$ cat src/rtl/onehot_enc_pkg.sv
// Shared types and helpers for the 4:2 one-hot encoder with debounce.
package onehot_enc_pkg;

    localparam int NUM_REQ = 4;

    typedef enum logic [1:0] {
        IDLE    = 2'd0,
        DBNC    = 2'd1,
        PRESS   = 2'd2,
        RELEASE = 2'd3
    } state_t;

    // True when exactly one bit of v is set.
    function automatic logic is_onehot4(input logic [NUM_REQ-1:0] v);
        return (v != '0) && ((v & (v - NUM_REQ'(1))) == '0);
    endfunction

    // Strict encoder: only meaningful for one-hot input, anything else maps to 0.
    function automatic logic [1:0] enc_4t2(input logic [NUM_REQ-1:0] v);
        logic [1:0] code;
        case (v)
            4'b0001: code = 2'd0;
            4'b0010: code = 2'd1;
            4'b0100: code = 2'd2;
            4'b1000: code = 2'd3;
            default: code = 2'd0;
        endcase
        return code;
    endfunction

    // Priority encoder: highest set bit wins.
    function automatic logic [1:0] enc_4t2_prio(input logic [NUM_REQ-1:0] v);
        logic [1:0] code;
        if (v[3])      code = 2'd3;
        else if (v[2]) code = 2'd2;
        else if (v[1]) code = 2'd1;
        else           code = 2'd0;
        return code;
    endfunction

endpackage

$ cat src/rtl/onehot_enc_4t2_dbnc_sync_2ff.sv
// Generic two-flop synchroniser for asynchronous board inputs.
module sync_2ff #(
    parameter int W = 1
) (
    input  logic         clk,
    input  logic         rst,
    input  logic [W-1:0] d,
    output logic [W-1:0] q
);

    logic [W-1:0] meta;

    // Two back-to-back flops; the first may go metastable, the second settles it.
    always_ff @(posedge clk or posedge rst) begin
        if (rst) begin
            meta <= '0;
            q    <= '0;
        end else begin
            meta <= d;
            q    <= meta;
        end
    end

endmodule

$ cat src/rtl/onehot_enc_4t2_dbnc.sv
// 4:2 one-hot encoder for board buttons: synchronise, debounce, validate,
// encode, and track press/release.
// Optional build macro ONEHOT_ENC_PRIORITY_EN: multi-hot samples are
// priority-encoded to their highest set bit instead of raising ERR.
//
// state   | meaning
// --------+-----------------------------------------------------------
// IDLE    | no request; waiting for a nonzero synchronised sample
// DBNC    | sample captured; counting consecutive matching samples
// PRESS   | press accepted (HELD=1); waiting for the input to change
// RELEASE | waiting for DB_CNT consecutive all-zero samples
module onehot_enc_4t2_dbnc
    import onehot_enc_pkg::*;
#(
    parameter int DB_CNT = 16,
    parameter int CNT_W  = 16
) (
    input  logic               CLK,
    input  logic               RST,
    input  logic [NUM_REQ-1:0] D_IN,
    output logic [1:0]         SEL,
    output logic               VALID,
    output logic               HELD,
    output logic               ERR
);

    localparam logic [CNT_W-1:0] CNT_LAST = CNT_W'(DB_CNT - 1);

    logic [NUM_REQ-1:0] d_sync;
    state_t             state, state_nxt;
    logic [NUM_REQ-1:0] samp, samp_nxt;
    logic [CNT_W-1:0]   cnt, cnt_nxt;
    logic [1:0]         sel_nxt;
    logic               valid_nxt, held_nxt, err_nxt;

    sync_2ff #(.W(NUM_REQ)) u_sync (
        .clk (CLK),
        .rst (RST),
        .d   (D_IN),
        .q   (d_sync)
    );

    // State, sample, counter and registered outputs.
    always_ff @(posedge CLK or posedge RST) begin
        if (RST) begin
            state <= IDLE;
            samp  <= '0;
            cnt   <= '0;
            SEL   <= '0;
            VALID <= 1'b0;
            HELD  <= 1'b0;
            ERR   <= 1'b0;
        end else begin
            state <= state_nxt;
            samp  <= samp_nxt;
            cnt   <= cnt_nxt;
            SEL   <= sel_nxt;
            VALID <= valid_nxt;
            HELD  <= held_nxt;
            ERR   <= err_nxt;
        end
    end

    // Next-state and next-output decode.
    always_comb begin
        state_nxt = state;
        samp_nxt  = samp;
        cnt_nxt   = cnt;
        sel_nxt   = SEL;
        valid_nxt = 1'b0;
        err_nxt   = 1'b0;

        case (state)
            IDLE: begin
                if (d_sync != '0) begin
                    samp_nxt  = d_sync;
                    cnt_nxt   = '0;
                    state_nxt = DBNC;
                end
            end

            DBNC: begin
                if (d_sync != samp) begin
                    // bounce: restart qualification from scratch
                    cnt_nxt   = '0;
                    state_nxt = IDLE;
                end else if (cnt == CNT_LAST) begin
                    cnt_nxt = '0;
                    if (is_onehot4(samp)) begin
                        sel_nxt   = enc_4t2(samp);
                        valid_nxt = 1'b1;
                        state_nxt = PRESS;
                    end else begin
`ifdef ONEHOT_ENC_PRIORITY_EN
                        sel_nxt   = enc_4t2_prio(samp);
                        valid_nxt = 1'b1;
                        state_nxt = PRESS;
`else
                        err_nxt   = 1'b1;
                        state_nxt = RELEASE;
`endif
                    end
                end else begin
                    cnt_nxt = cnt + CNT_W'(1);
                end
            end

            PRESS: begin
                if (d_sync != samp) begin
                    cnt_nxt   = '0;
                    state_nxt = RELEASE;
                end
            end

            RELEASE: begin
                if (d_sync != '0) begin
                    // any activity restarts the clean-release window
                    cnt_nxt = '0;
                end else if (cnt == CNT_LAST) begin
                    cnt_nxt   = '0;
                    state_nxt = IDLE;
                end else begin
                    cnt_nxt = cnt + CNT_W'(1);
                end
            end

            default: begin
                cnt_nxt   = '0;
                state_nxt = IDLE;
            end
        endcase

        held_nxt = (state_nxt == PRESS);
    end

endmodule

$ cat config.mk
export PLATFORM = sky130hd
export DESIGN_NAME = onehot_enc_4t2_dbnc
export DESIGN_NICKNAME = d
export VERILOG_FILES = /design/src/rtl/onehot_enc_pkg.sv /design/src/rtl/onehot_enc_4t2_dbnc_sync_2ff.sv /design/src/rtl/onehot_enc_4t2_dbnc.sv
export SDC_FILE = /design/constraint.sdc
export NUM_CORES = 1
export LEC_CHECK = 0
export ABC_CLOCK_PERIOD_IN_PS = 5700
export CORE_MARGIN = 3
export CORE_UTILIZATION = 39
export CTS_BUF_LIST = sky130_fd_sc_hd__clkbuf_4 sky130_fd_sc_hd__clkbuf_8
export DETAILED_ROUTE_END_ITERATION = 16
export PLACE_DENSITY = 0.64
export SLEW_MARGIN = 20
export SYNTH_ARGS = -nofsm -noshare
export SYNTH_HDL_FRONTEND = slang
export SYNTH_SLANG_ARGS = --single-unit
$ cat constraint.sdc
create_clock -name CLK -period 5.7 [get_ports CLK]
set_clock_uncertainty 0.05 [all_clocks]
set_input_delay 1.14 -clock CLK [delete_from_list [all_inputs] [get_ports CLK]]
set_output_delay 1.14 -clock CLK [all_outputs]
set_load 0.05 [all_outputs]
==> impl_metrics.yaml <==
clock_network:
  hold_buffers: 0
  root_buffer: "clkbuf_8"
  clock_latency_ns: 0.29
  cts_tree: "yes"
  cts_buffers: 5
  cts.clk_slew.worst_paths_ns: 0.08
  clk_path_buf_depth: 2
  clkSinkCount: 35
  cts.repair.resized: 0
  htreeDepth: 2
  post_cts_buffers: 0
yosys:
  synth_nets: 189
  synth_ff_type: "dfrtp_1"
  synth_simple_gate_area_frac: 0.211
  yosysWarningCount: 0
  synth-compound-area-share: 0.194
  synth_xor_area_frac: 0.0545
  synthMuxAreaShare: 0.00566
  synth_cell_types: 41
  yosysSeqAreaShare: 0.495
  ys_top_cells_by_area: "dfrtp_1, o21ai_0, nand2_1, nor2_1, xnor2_1"
  synthCells: 182
  syn-cell-area_sq_um: 1770
  post-synth-top-area-cell: "dfrtp_1"
  synth_top_family_by_area: "simple AND/OR/NAND/NOR gates"
  synth_edf_count: 0
  synth_adder_area_share: 0.00707
  yosys.area.top_type_share: 0.495
  syn_avg_cell_area_sq_um: 9.72
  ys_ff_latch: 35
  synthArstFlopShare: 1.00
run_status:
  status: "finished, final reports clean"
setup_path:
  critPathArrivalTime_ns: 3.07
  r2r_start: "cnt[0]$_DFFE_PP0P_"
  critPathKind: "flop to flop"
  worstPathRequired_ns: 5.79
  crit_path_end: "cnt[4]$_DFFE_PP0P_"
  reg2reg_to: "cnt[4]$_DFFE_PP0P_"
  crit_path_end_kind: "flop"
  crit_fanout: 11
  worst_setup_path_startpoint: "cnt[0]$_DFFE_PP0P_"
  reg2reg_depth: 6
  start_kind: "flop"
  reg2reg_slack_ns: 2.72
place:
  place_hpwl_um: 2590
  portBuffers: 10
  place.gp.congestion: 0.847
global_routing:
  grt_pass1_wl_um: 6290
  antenna_found_initial: 0
  grt_pass1_vias: 1416
  grt_use_total: 0.150
  gr-total-overflow: 0
  grt_start_max_net_pins: 36
timing:
  min_period_over_period: 0.523
  tns_ns: 0
  rsz0062_at_grt: "no"
  drv_slew: 0
  finalHoldViolations: 0
  worst_slew_pin_slew_ns: 0.801
  slew_headroom: 0.462
  setup_viol: 0
  fmax_mhz: 335
  min_period_ns: 2.98
power_and_ir_drop:
  total_power_w: 0.000653
  p_leak_nw: 0.823
  p_per_area_nw_per_um2: 327
  max-vdd-ir-drop_uv: 221
cells_and_area:
  final_nets: 199
  area_growth_pct: 13.0
  drive_gt1_frac: 0.0881
  num_antenna_cells: 0
drt:
  drtPass1Iterations: 4
  drc: 0
  wl_um: 3640
  drt_iter0_markers: 98
  antenna_left: 0
  num_vias: 1412
  wl_per_cell_um: 15.0
  vias_per_cell: 5.81
flow_run:
  max_cap_violations: 0
floorplanning:
  dieHeight_um: 73.4
  io_pins: 11
  core_sq_um: 4170
  die_area_sq_um: 5380
  rows: 23
  die_w_um: 73.4
  initial_core_util: 0.424
worst_hold_path:
  hold_path_class: "flop to flop"
  worstHoldStart: "u_sync.meta[1]$_DFF_PP0_"
## layout by cell type (no fill, tap or decap), drive strengths merged, types with 3 or more instances in the layout
cell type and count:
or4 5, xnor2 6, or2 3, nand3 4
o21ai 14, xor2 5, nor3 4, nor2 15
inv 8, clkbuf 5, a21o 5, a221oi 3
nand4 5, o211ai 6, a22o 3, nand2b 3
or3 6, clkdlybuf4s50 10, nand2 16, a21oi 7
dfrtp 35
## per-stage QoR
step / cells / util / hold slack, ns / worst slack, ns / instance area (sq um)
floorplan: 182 / - / 0.281 / 3.40 / 1770
detailed placement: 235 / 0.457 / 0.287 / 2.78 / 1910
global route: 243 / 0.479 / 0.313 / 2.54 / 2000
global placement: 235 / 0.457 / 0.282 / 2.98 / 1910
finish: 243 / 0.479 / 0.302 / 2.72 / 2000
CTS: 243 / 0.479 / 0.306 / 2.76 / 2000
## critical path: stages (launching register included)
cell     delay, ns
dfrtp_1       0.40
ha_1          0.22
or4bb_1       0.54
o41ai_2       0.64
o22ai_1       0.19
o21ai_1       0.67
nor2_1        0.13
## where the power goes
part / internal (W) / total (W) / switching, W / leakage (nW)
Sequential: 0.000270 / 0.000317 / 0.0000474 / 0.461
Combinational: 0.0000635 / 0.000151 / 0.0000875 / 0.322
Clock: 0.0000873 / 0.000185 / 0.0000975 / 0.0408
## layer usage
layer | GRT usage | routed length [um]
met5 | 0 | 0
met4 | 0.0684 | 85
met3 | 0.0397 | 119
met2 | 0.246 | 1750
met1 | 0.185 | 1680
## worst min path at each step
stage / slack [ns] / endpoint / cells after the start
after detailed placement: 0.29 / u_sync.q[0]$_DFF_PP0_ / 0
after CTS: 0.31 / u_sync.q[0]$_DFF_PP0_ / 0
final: 0.30 / u_sync.q[1]$_DFF_PP0_ / 0
after global placement: 0.28 / u_sync.q[1]$_DFF_PP0_ / 0
after floorplan: 0.28 / u_sync.q[0]$_DFF_PP0_ / 0
after global routing: 0.31 / u_sync.q[1]$_DFF_PP0_ / 0
## Yosys cell counts (2+ instances only)
cell type and n:
a21o_1 5, a21oi_1 7, a221oi_1 3, a22o_1 3
a31oi_1 2, and4_1 2, buf_2 2, clkbuf_1 6
dfrtp_1 35, inv_1 7, nand2_1 16, nand2b_1 3
nand3_1 4, nand4_1 5, nor2_1 15, nor3_1 4
nor4_1 2, o211a_1 2, o211ai_1 6, o21ai_0 13
o22ai_1 2, or2_2 2, or3_1 6, or4_1 3
or4_4 2, xnor2_1 6, xor2_1 5
## logic make-up after synthesis
logic type | count (synthesis)
muxes | 1
adders and majority gates | 1
and+or+nand+nor | 69
AOI/OAI and AO/OA | 50
DFF | 35
buffers and inverters | 15
xor gates and xnor gates | 11
## flip-flops by register name, summed over array words and instances (netlist names)
name and flops:
cnt 16, ERR 1, VALID 1, u_sync.q 4, u_sync.meta 4, HELD 1, SEL 2, state 2
samp 4
## area by class of cell
class / count / area, sq um
Inverter: 7 / 26.3
Clock buffer: 5 / 68.8
Multi-Input combinational cell: 132 / 835
Sequential cell: 35 / 876
Fill cell: 380 / 2170
Clock inverter: 3 / 23.8
Tap cell: 50 / 62.6
Timing Repair Buffer: 11 / 108
No activity file was read; power rests on OpenSTA's default activity.
